### config.mk
export PLATFORM = sky130hd
export DESIGN_NAME = sdram_frame_sched_flat
export DESIGN_NICKNAME = d
export VERILOG_FILES = /design/src/rtl/sdram_sched_pkg.sv /design/src/rtl/sdram_frame_sched_if.sv /design/src/rtl/sdram_pingpong_ptr.sv /design/src/rtl/sdram_frame_sched.sv /design/src/flat_wrapper.sv
export SDC_FILE = /design/constraint.sdc
export NUM_CORES = 1
export LEC_CHECK = 0
export ABC_AREA = 1
export BUFFER_PORTS_ARGS = -buffer_cell sky130_fd_sc_hd__buf_4
export CORE_UTILIZATION = 55
export DETAILED_ROUTE_END_ITERATION = 8
export PLACE_DENSITY = 0.8
export SYNTH_ARGS = -nofsm -noshare
export SYNTH_HDL_FRONTEND = slang
export SYNTH_HIERARCHICAL = 1
export SYNTH_SLANG_ARGS = --single-unit
### constraint.sdc
create_clock -name clk_i -period 2.5 [get_ports clk_i]
set_input_delay 0.5 -clock clk_i [delete_from_list [all_inputs] [get_ports clk_i]]
set_output_delay 0.5 -clock clk_i [all_outputs]
set_load 0.02 [all_outputs]
### src/rtl/sdram_sched_pkg.sv
// Shared types and SDRAM address layout for the frame burst scheduler.
// One line burst fills the low address bits; the ping-pong buffer is bit 22.
package sdram_sched_pkg;

  typedef enum logic [1:0] {
    S_IDLE  = 2'd0,
    S_REQ   = 2'd1,
    S_GAP   = 2'd2,
    S_WHOLD = 2'd3
  } sched_state_t;

  localparam int BURST_LEN = 512;
  localparam int BUF_BIT   = 22;
  localparam int LINE_LSB  = $clog2(BURST_LEN);
  localparam int LINE_W    = 13;

  function automatic logic [23:0] line_addr(input logic buf_sel, input logic [LINE_W-1:0] line);
    logic [23:0] a;
    a = '0;
    a[BUF_BIT] = buf_sel;
    a[LINE_LSB +: LINE_W] = line;
    return a;
  endfunction

endpackage

### src/rtl/sdram_frame_sched_if.sv
// FIFO levels, vsync pulse and the sdram_top request port seen by the scheduler.
// master = scheduler side, slave = FIFO/SDRAM environment side.
interface sdram_frame_sched_if #(
  parameter int FW = 11
);
  logic [FW-1:0] wr_fifo_used_i;
  logic [FW-1:0] rd_fifo_used_i;
  logic          frame_start_i;
  logic          sdram_ack_i;
  logic          sdram_req_o;
  logic          sdram_we_o;
  logic [23:0]   sdram_add_o;
  logic          frame_valid_o;
  logic          wr_frame_done_o;
  logic          rd_buf_o;
  logic          wr_stall_o;

  modport master (
    input  wr_fifo_used_i, rd_fifo_used_i, frame_start_i, sdram_ack_i,
    output sdram_req_o, sdram_we_o, sdram_add_o,
           frame_valid_o, wr_frame_done_o, rd_buf_o, wr_stall_o
  );

  modport slave (
    output wr_fifo_used_i, rd_fifo_used_i, frame_start_i, sdram_ack_i,
    input  sdram_req_o, sdram_we_o, sdram_add_o,
           frame_valid_o, wr_frame_done_o, rd_buf_o, wr_stall_o
  );
endinterface

### src/rtl/sdram_pingpong_ptr.sv
// Ping-pong buffer ownership: which buffer the writer fills, which one is displayed,
// and the writer hold when it would overwrite the buffer on screen.
module sdram_pingpong_ptr (
  input  logic clk_i,
  input  logic rst_i,
  input  logic wr_last_ack,
  input  logic frame_start,
  output logic wr_buf,
  output logic rd_buf,
  output logic frame_valid,
  output logic wr_stall
);

  logic done_buf;

  always_ff @(posedge clk_i) begin
    if (rst_i) begin
      wr_buf      <= 1'b0;
      rd_buf      <= 1'b0;
      frame_valid <= 1'b0;
      wr_stall    <= 1'b0;
      done_buf    <= 1'b0;
    end else begin
      if (wr_last_ack) begin
        frame_valid <= 1'b1;
        done_buf    <= wr_buf;
        // a coincident vsync hands the just-finished buffer to display, so no clash
        if (frame_valid && !frame_start && (wr_buf != rd_buf))
          wr_stall <= 1'b1;
        else
          wr_buf <= ~wr_buf;
      end
      if (frame_start) begin
        rd_buf <= wr_last_ack ? wr_buf : done_buf;
        if (wr_stall) begin
          wr_buf   <= ~wr_buf;
          wr_stall <= 1'b0;
        end
      end
    end
  end

endmodule

### src/rtl/sdram_frame_sched.sv
// Arbitrated, frame-aware line-burst scheduler sharing one sdram_top request port
// between the capture write FIFO and the display read FIFO.
//
//   state   | meaning
//   S_IDLE  | evaluate eligibility, grant write or read
//   S_REQ   | request held, address/direction frozen until ack
//   S_GAP   | GAP_CYC settle cycles after an ack
//   S_WHOLD | writer blocked on display buffer, reads still granted
module sdram_frame_sched
  import sdram_sched_pkg::*;
#(
  parameter int LINES     = 128,
  parameter int WR_THRESH = 512,
  parameter int RD_THRESH = 512,
  parameter int GAP_CYC   = 2,
  parameter int FW        = 11
) (
  input logic                 clk_i,
  input logic                 rst_i,
  sdram_frame_sched_if.master bus
);

  localparam logic [LINE_W-1:0] LINES_L   = LINE_W'(LINES);
  localparam logic [LINE_W-1:0] LAST_LINE = LINE_W'(LINES - 1);
  localparam logic [FW-1:0]     WR_T      = FW'(WR_THRESH);
  localparam logic [FW-1:0]     RD_T      = FW'(RD_THRESH);
  localparam logic [3:0]        GAP_INIT  = 4'(GAP_CYC - 1);

  sched_state_t      state;
  logic [LINE_W-1:0] wr_line, rd_line;
  logic [3:0]        gap_cnt;
  logic              last_rd, rst_pend;
  logic              req, we, done;
  logic [23:0]       add;
  logic              wr_buf, rd_buf, frame_valid, wr_stall;
  logic              rd_busy, wr_elig, rd_elig, wr_go, rd_go, wr_last_ack;

  assign rd_busy = (state == S_REQ) && !we;
  assign wr_elig = (state == S_IDLE) && (bus.wr_fifo_used_i >= WR_T) && !wr_stall;
  // no read grant on the vsync cycle itself, so it never targets the stale line
  assign rd_elig = frame_valid && (rd_line < LINES_L) && (bus.rd_fifo_used_i <= RD_T)
                   && !rst_pend && !bus.frame_start_i;
  assign wr_go   = wr_elig && (!rd_elig || last_rd);
  assign rd_go   = rd_elig && !wr_go;
  assign wr_last_ack = (state == S_REQ) && bus.sdram_ack_i && we && (wr_line == LAST_LINE);

  sdram_pingpong_ptr u_ptr (
    .clk_i       (clk_i),
    .rst_i       (rst_i),
    .wr_last_ack (wr_last_ack),
    .frame_start (bus.frame_start_i),
    .wr_buf      (wr_buf),
    .rd_buf      (rd_buf),
    .frame_valid (frame_valid),
    .wr_stall    (wr_stall)
  );

  always_ff @(posedge clk_i) begin
    if (rst_i) begin
      state    <= S_IDLE;
      req      <= 1'b0;
      we       <= 1'b0;
      add      <= '0;
      done     <= 1'b0;
      wr_line  <= '0;
      rd_line  <= '0;
      gap_cnt  <= '0;
      last_rd  <= 1'b1;
      rst_pend <= 1'b0;
    end else begin
      done <= 1'b0;
      if (bus.frame_start_i && !rd_busy) rd_line <= '0;
      if (bus.frame_start_i && rd_busy && !bus.sdram_ack_i) rst_pend <= 1'b1;
      case (state)
        S_IDLE, S_WHOLD: begin
          if (state == S_WHOLD && !wr_stall) begin
            state <= S_IDLE;
          end else if (wr_go || rd_go) begin
            req     <= 1'b1;
            we      <= wr_go;
            add     <= wr_go ? line_addr(wr_buf, wr_line) : line_addr(rd_buf, rd_line);
            last_rd <= !wr_go;
            state   <= S_REQ;
          end
        end
        S_REQ: begin
          if (bus.sdram_ack_i) begin
            req     <= 1'b0;
            gap_cnt <= GAP_INIT;
            state   <= S_GAP;
            if (we) begin
              if (wr_line == LAST_LINE) begin
                wr_line <= '0;
                done    <= 1'b1;
              end else begin
                wr_line <= wr_line + 1'b1;
              end
            end else begin
              rst_pend <= 1'b0;
              rd_line  <= (rst_pend || bus.frame_start_i) ? '0 : rd_line + 1'b1;
            end
          end
        end
        S_GAP: begin
          if (gap_cnt == 4'd0) state <= wr_stall ? S_WHOLD : S_IDLE;
          else gap_cnt <= gap_cnt - 1'b1;
        end
        default: state <= S_IDLE;
      endcase
    end
  end

  assign bus.sdram_req_o     = req;
  assign bus.sdram_we_o      = we;
  assign bus.sdram_add_o     = add;
  assign bus.wr_frame_done_o = done;
  assign bus.frame_valid_o   = frame_valid;
  assign bus.rd_buf_o        = rd_buf;
  assign bus.wr_stall_o      = wr_stall;

endmodule

### src/flat_wrapper.sv
// flat-port wrapper written by rule: the top's interface ports become plain ports
module sdram_frame_sched_flat import sdram_sched_pkg::*;
#(
  parameter int LINES     = 128,
  parameter int WR_THRESH = 512,
  parameter int RD_THRESH = 512,
  parameter int GAP_CYC   = 2,
  parameter int FW        = 11
)
  (clk_i, rst_i, bus_wr_fifo_used_i, bus_rd_fifo_used_i, bus_frame_start_i, bus_sdram_ack_i, bus_sdram_req_o, bus_sdram_we_o, bus_sdram_add_o, bus_frame_valid_o, bus_wr_frame_done_o, bus_rd_buf_o, bus_wr_stall_o);
  sdram_frame_sched_if #(.FW(FW)) bus_i ();
  input logic clk_i;
  input logic rst_i;
  input wire logic [$bits(bus_i.wr_fifo_used_i)-1:0] bus_wr_fifo_used_i;
  input wire logic [$bits(bus_i.rd_fifo_used_i)-1:0] bus_rd_fifo_used_i;
  input wire logic [$bits(bus_i.frame_start_i)-1:0] bus_frame_start_i;
  input wire logic [$bits(bus_i.sdram_ack_i)-1:0] bus_sdram_ack_i;
  output wire logic [$bits(bus_i.sdram_req_o)-1:0] bus_sdram_req_o;
  output wire logic [$bits(bus_i.sdram_we_o)-1:0] bus_sdram_we_o;
  output wire logic [$bits(bus_i.sdram_add_o)-1:0] bus_sdram_add_o;
  output wire logic [$bits(bus_i.frame_valid_o)-1:0] bus_frame_valid_o;
  output wire logic [$bits(bus_i.wr_frame_done_o)-1:0] bus_wr_frame_done_o;
  output wire logic [$bits(bus_i.rd_buf_o)-1:0] bus_rd_buf_o;
  output wire logic [$bits(bus_i.wr_stall_o)-1:0] bus_wr_stall_o;
  assign bus_i.wr_fifo_used_i = bus_wr_fifo_used_i;
  assign bus_i.rd_fifo_used_i = bus_rd_fifo_used_i;
  assign bus_i.frame_start_i = bus_frame_start_i;
  assign bus_i.sdram_ack_i = bus_sdram_ack_i;
  assign bus_sdram_req_o = bus_i.sdram_req_o;
  assign bus_sdram_we_o = bus_i.sdram_we_o;
  assign bus_sdram_add_o = bus_i.sdram_add_o;
  assign bus_frame_valid_o = bus_i.frame_valid_o;
  assign bus_wr_frame_done_o = bus_i.wr_frame_done_o;
  assign bus_rd_buf_o = bus_i.rd_buf_o;
  assign bus_wr_stall_o = bus_i.wr_stall_o;
  sdram_frame_sched #(.LINES(LINES), .WR_THRESH(WR_THRESH), .RD_THRESH(RD_THRESH), .GAP_CYC(GAP_CYC), .FW(FW)) u_core (.clk_i(clk_i), .rst_i(rst_i), .bus(bus_i));
endmodule
==> flow_metrics.env <==
export IMPL_grt_ovfl_total=0
export IMPL_clkSinkCount=56
export IMPL_postSynthCellCount=432
export IMPL_yosysSeqAreaShare=0.3713
export IMPL_ys_types=39
export IMPL_peakVddDrop_mv=0.4144
export IMPL_cts_resized=0
export IMPL_fp_coreArea_um2=5205
export IMPL_h_tree_depth=2
export IMPL_die_height_um=76.09
export IMPL_min_period_ps=2124
export IMPL_drtIter0Drc=182
export IMPL_cts_path_max_buffers=2
export IMPL_synth_seq_cells=56
export IMPL_cts_tree="yes"
export IMPL_grt_pass1_wl_um=11120
export IMPL_seq_area_um2=1121
export IMPL_relSlewSlack=0.6435
export IMPL_drtPass1Iterations=4
export IMPL_leakagePower_nw=1.457
export IMPL_synth_area_um2=3019
export IMPL_synth_area_top_cells="dfxtp_1 (37%), nand2_1 (10%), inv_1 (8.2%), nand3_1 (6.3%), nor2_1 (5.6%)"
export IMPL_tns_ps=0
export IMPL_status="completed"
export IMPL_rsz0062_at_grt="no"
export IMPL_power_density_nw_per_um2=800.4
export IMPL_cp_start_kind="register"
export IMPL_drive_above_1_share=0.1535
export IMPL_antenna_cells=0
export IMPL_antenna_found_initial=0
export IMPL_viasPerCell=5.122
export IMPL_cts_root_buffer="clkbuf_8"
export IMPL_die_area_um2=5790
export IMPL_die_w_um=76.09
export IMPL_critical_path_class="register to register"
export IMPL_dp_cells=531
export IMPL_yosysWarnings=6
export IMPL_max_freq_mhz=470.9
export IMPL_gp_congestion=0.8659
export IMPL_numCtsBuffers=5
export IMPL_post_cts_buffers=0
export IMPL_fill_cells=476
export IMPL_grt_max_degree=38
export IMPL_drc=0
export IMPL_wire_per_inst_um=11.94
export IMPL_postRouteAntennaNets=0
export IMPL_wirelength_um=6433
export IMPL_clk_pin_slew_ps=100
export IMPL_yosysTopAreaCellShare=0.3713
export IMPL_async_flop_share=0
export IMPL_layout_nets=501
export IMPL_synth_top_area_cell="dfxtp_1"
export IMPL_area_growth_pct=12.60
export IMPL_worst_endpoint_required_ps=2710
export IMPL_num_vias=2761
export IMPL_fin_cells=539
export IMPL_placementRows=26
export IMPL_cp_arrival_ps=2330
export IMPL_final_cell_mix="nand2_1 (82), inv_1 (66), dfxtp_1 (56)"
export IMPL_dp_final_hpwl_um=4733
export IMPL_multi_input_area_um2=1558
export IMPL_clock_skew_ps=4.882
export IMPL_io_pins=56
export IMPL_cp_end_kind="register"
export IMPL_slew_violations=0
export IMPL_synth_edf_count=0
export IMPL_syn_avg_cell_area_um2=6.989
export IMPL_port_buffers=36
export IMPL_tightest_slew_ps=531.1
export IMPL_crit_path_max_fanout=6
export IMPL_clk_latency_ps=310
export IMPL_grt_pass1_vias=2482
export IMPL_grtUsageTotal=0.2325
export IMPL_hold_viol=0
export IMPL_timing_final_crit_share=0.8495
export IMPL_final_common_cell="nand2_1"
export IMPL_start_util=0.5800
export IMPL_drv_cap=0
export IMPL_holdBufCountCts=0
export IMPL_finalSetupViolCount=0
export IMPL_hp_class="register to register"
export IMPL_synth_ff_type="dfxtp_1"
-- metrics by stage --
step	power [W]	instance area, um2	setup WS (ps)	utilization	hold slack, ps
after floorplan	0.001923	3053	759.8	-	441.3
after global placement	0.002185	3306	430.4	0.6351	454.4
after detailed placement	0.002213	3306	390.0	0.6351	461.6
after CTS	0.002718	3400	382.2	0.6531	477.0
after global routing	0.002923	3400	140.1	0.6531	496.2
final	0.002721	3400	376.3	0.6531	473.7
-- cells by family (layout without fill, tap and decap cells) --
kind of cell,count (synthesis),in the layout,synth area share
simple gates,212,212,0.3394
buf+inv,87,115,0.1239
compound gates,65,65,0.1235
flops,56,56,0.3713
fa+ha+maj,7,7,0.02901
xor+xnor,4,4,0.01161
other cells,1,10,0.001242
-- power by group --
part | switching [W] | internal (W) | total [W]
sequential | 0.0000942 | 0.00103 | 0.00112
clock | 0.000287 | 0.000226 | 0.000513
combinational | 0.000720 | 0.000367 | 0.00109
-- layer usage --
metal / track usage / part of all wire
met1: 0.2892 / 0.47
met2: 0.4082 / 0.47
met3: 0.05150 / 0.057
met4: 0.05577 / 0.0042
met5: 0 / 0
-- cell usage after synthesis (4+ instances only) --
cell      instances
nand2_1          82
inv_1            66
dfxtp_1          56
nor2_1           45
nand3_1          38
a21oi_1          31
o21ai_0          13
buf_4            10
nor3_1            9
ha_1              7
nand4_1           7
nor2_2            6
a211oi_1          5
clkbuf_1          5
nand3_2           5
inv_2             4
-- sequential cells by signal (all words and copies together) (netlist names), 2 cells and up --
| name | count |
|---|---|
| u_core/gap_cnt | 4 |
| u_core/state | 2 |
| u_core/rd_line | 13 |
| u_core/wr_line | 13 |
| u_core/bus.sdram_add_o | 14 |
-- cell type report --
class / count / share of cell area
Multi-Input combinational cell: 298 / 0.4582
Sequential cell: 56 / 0.3298
Timing Repair Buffer: 36 / 0.07950
Inverter: 71 / 0.07913
Tap cell: 70 / 0.02576
Clock buffer: 7 / 0.02540
Clock inverter: 1 / 0.002208
-- critical path, stage by stage, from the launching register on --
cell      delay [ps]
dfxtp_1          370
inv_1             90
ha_1             290
nand3_2          180
nor2_1           200
nand4_1          160
nor2_1           240
inv_1            130
nand2_1           70
o21ai_1           50
inv_1             70
nand2_1           50
o211ai_1          70
inv_1             50
-- final timing paths --
kind                                           startpoint                                       to  slack, ps  cells past startpoint
setup / recovery             u_core/state[1]$_SDFFE_PP0P_         u_core/u_ptr/rd_buf$_SDFFE_PP0P_        380                     13
setup reg to reg             u_core/state[1]$_SDFFE_PP0P_         u_core/u_ptr/rd_buf$_SDFFE_PP0P_        380                     13
hold / removal    u_core/bus.sdram_add_o[16]$_SDFFE_PP0P_  u_core/bus.sdram_add_o[16]$_SDFFE_PP0P_        470                      2
hold reg to reg   u_core/bus.sdram_add_o[16]$_SDFFE_PP0P_  u_core/bus.sdram_add_o[16]$_SDFFE_PP0P_        470                      2
No activity file was read; power rests on OpenSTA's default activity.
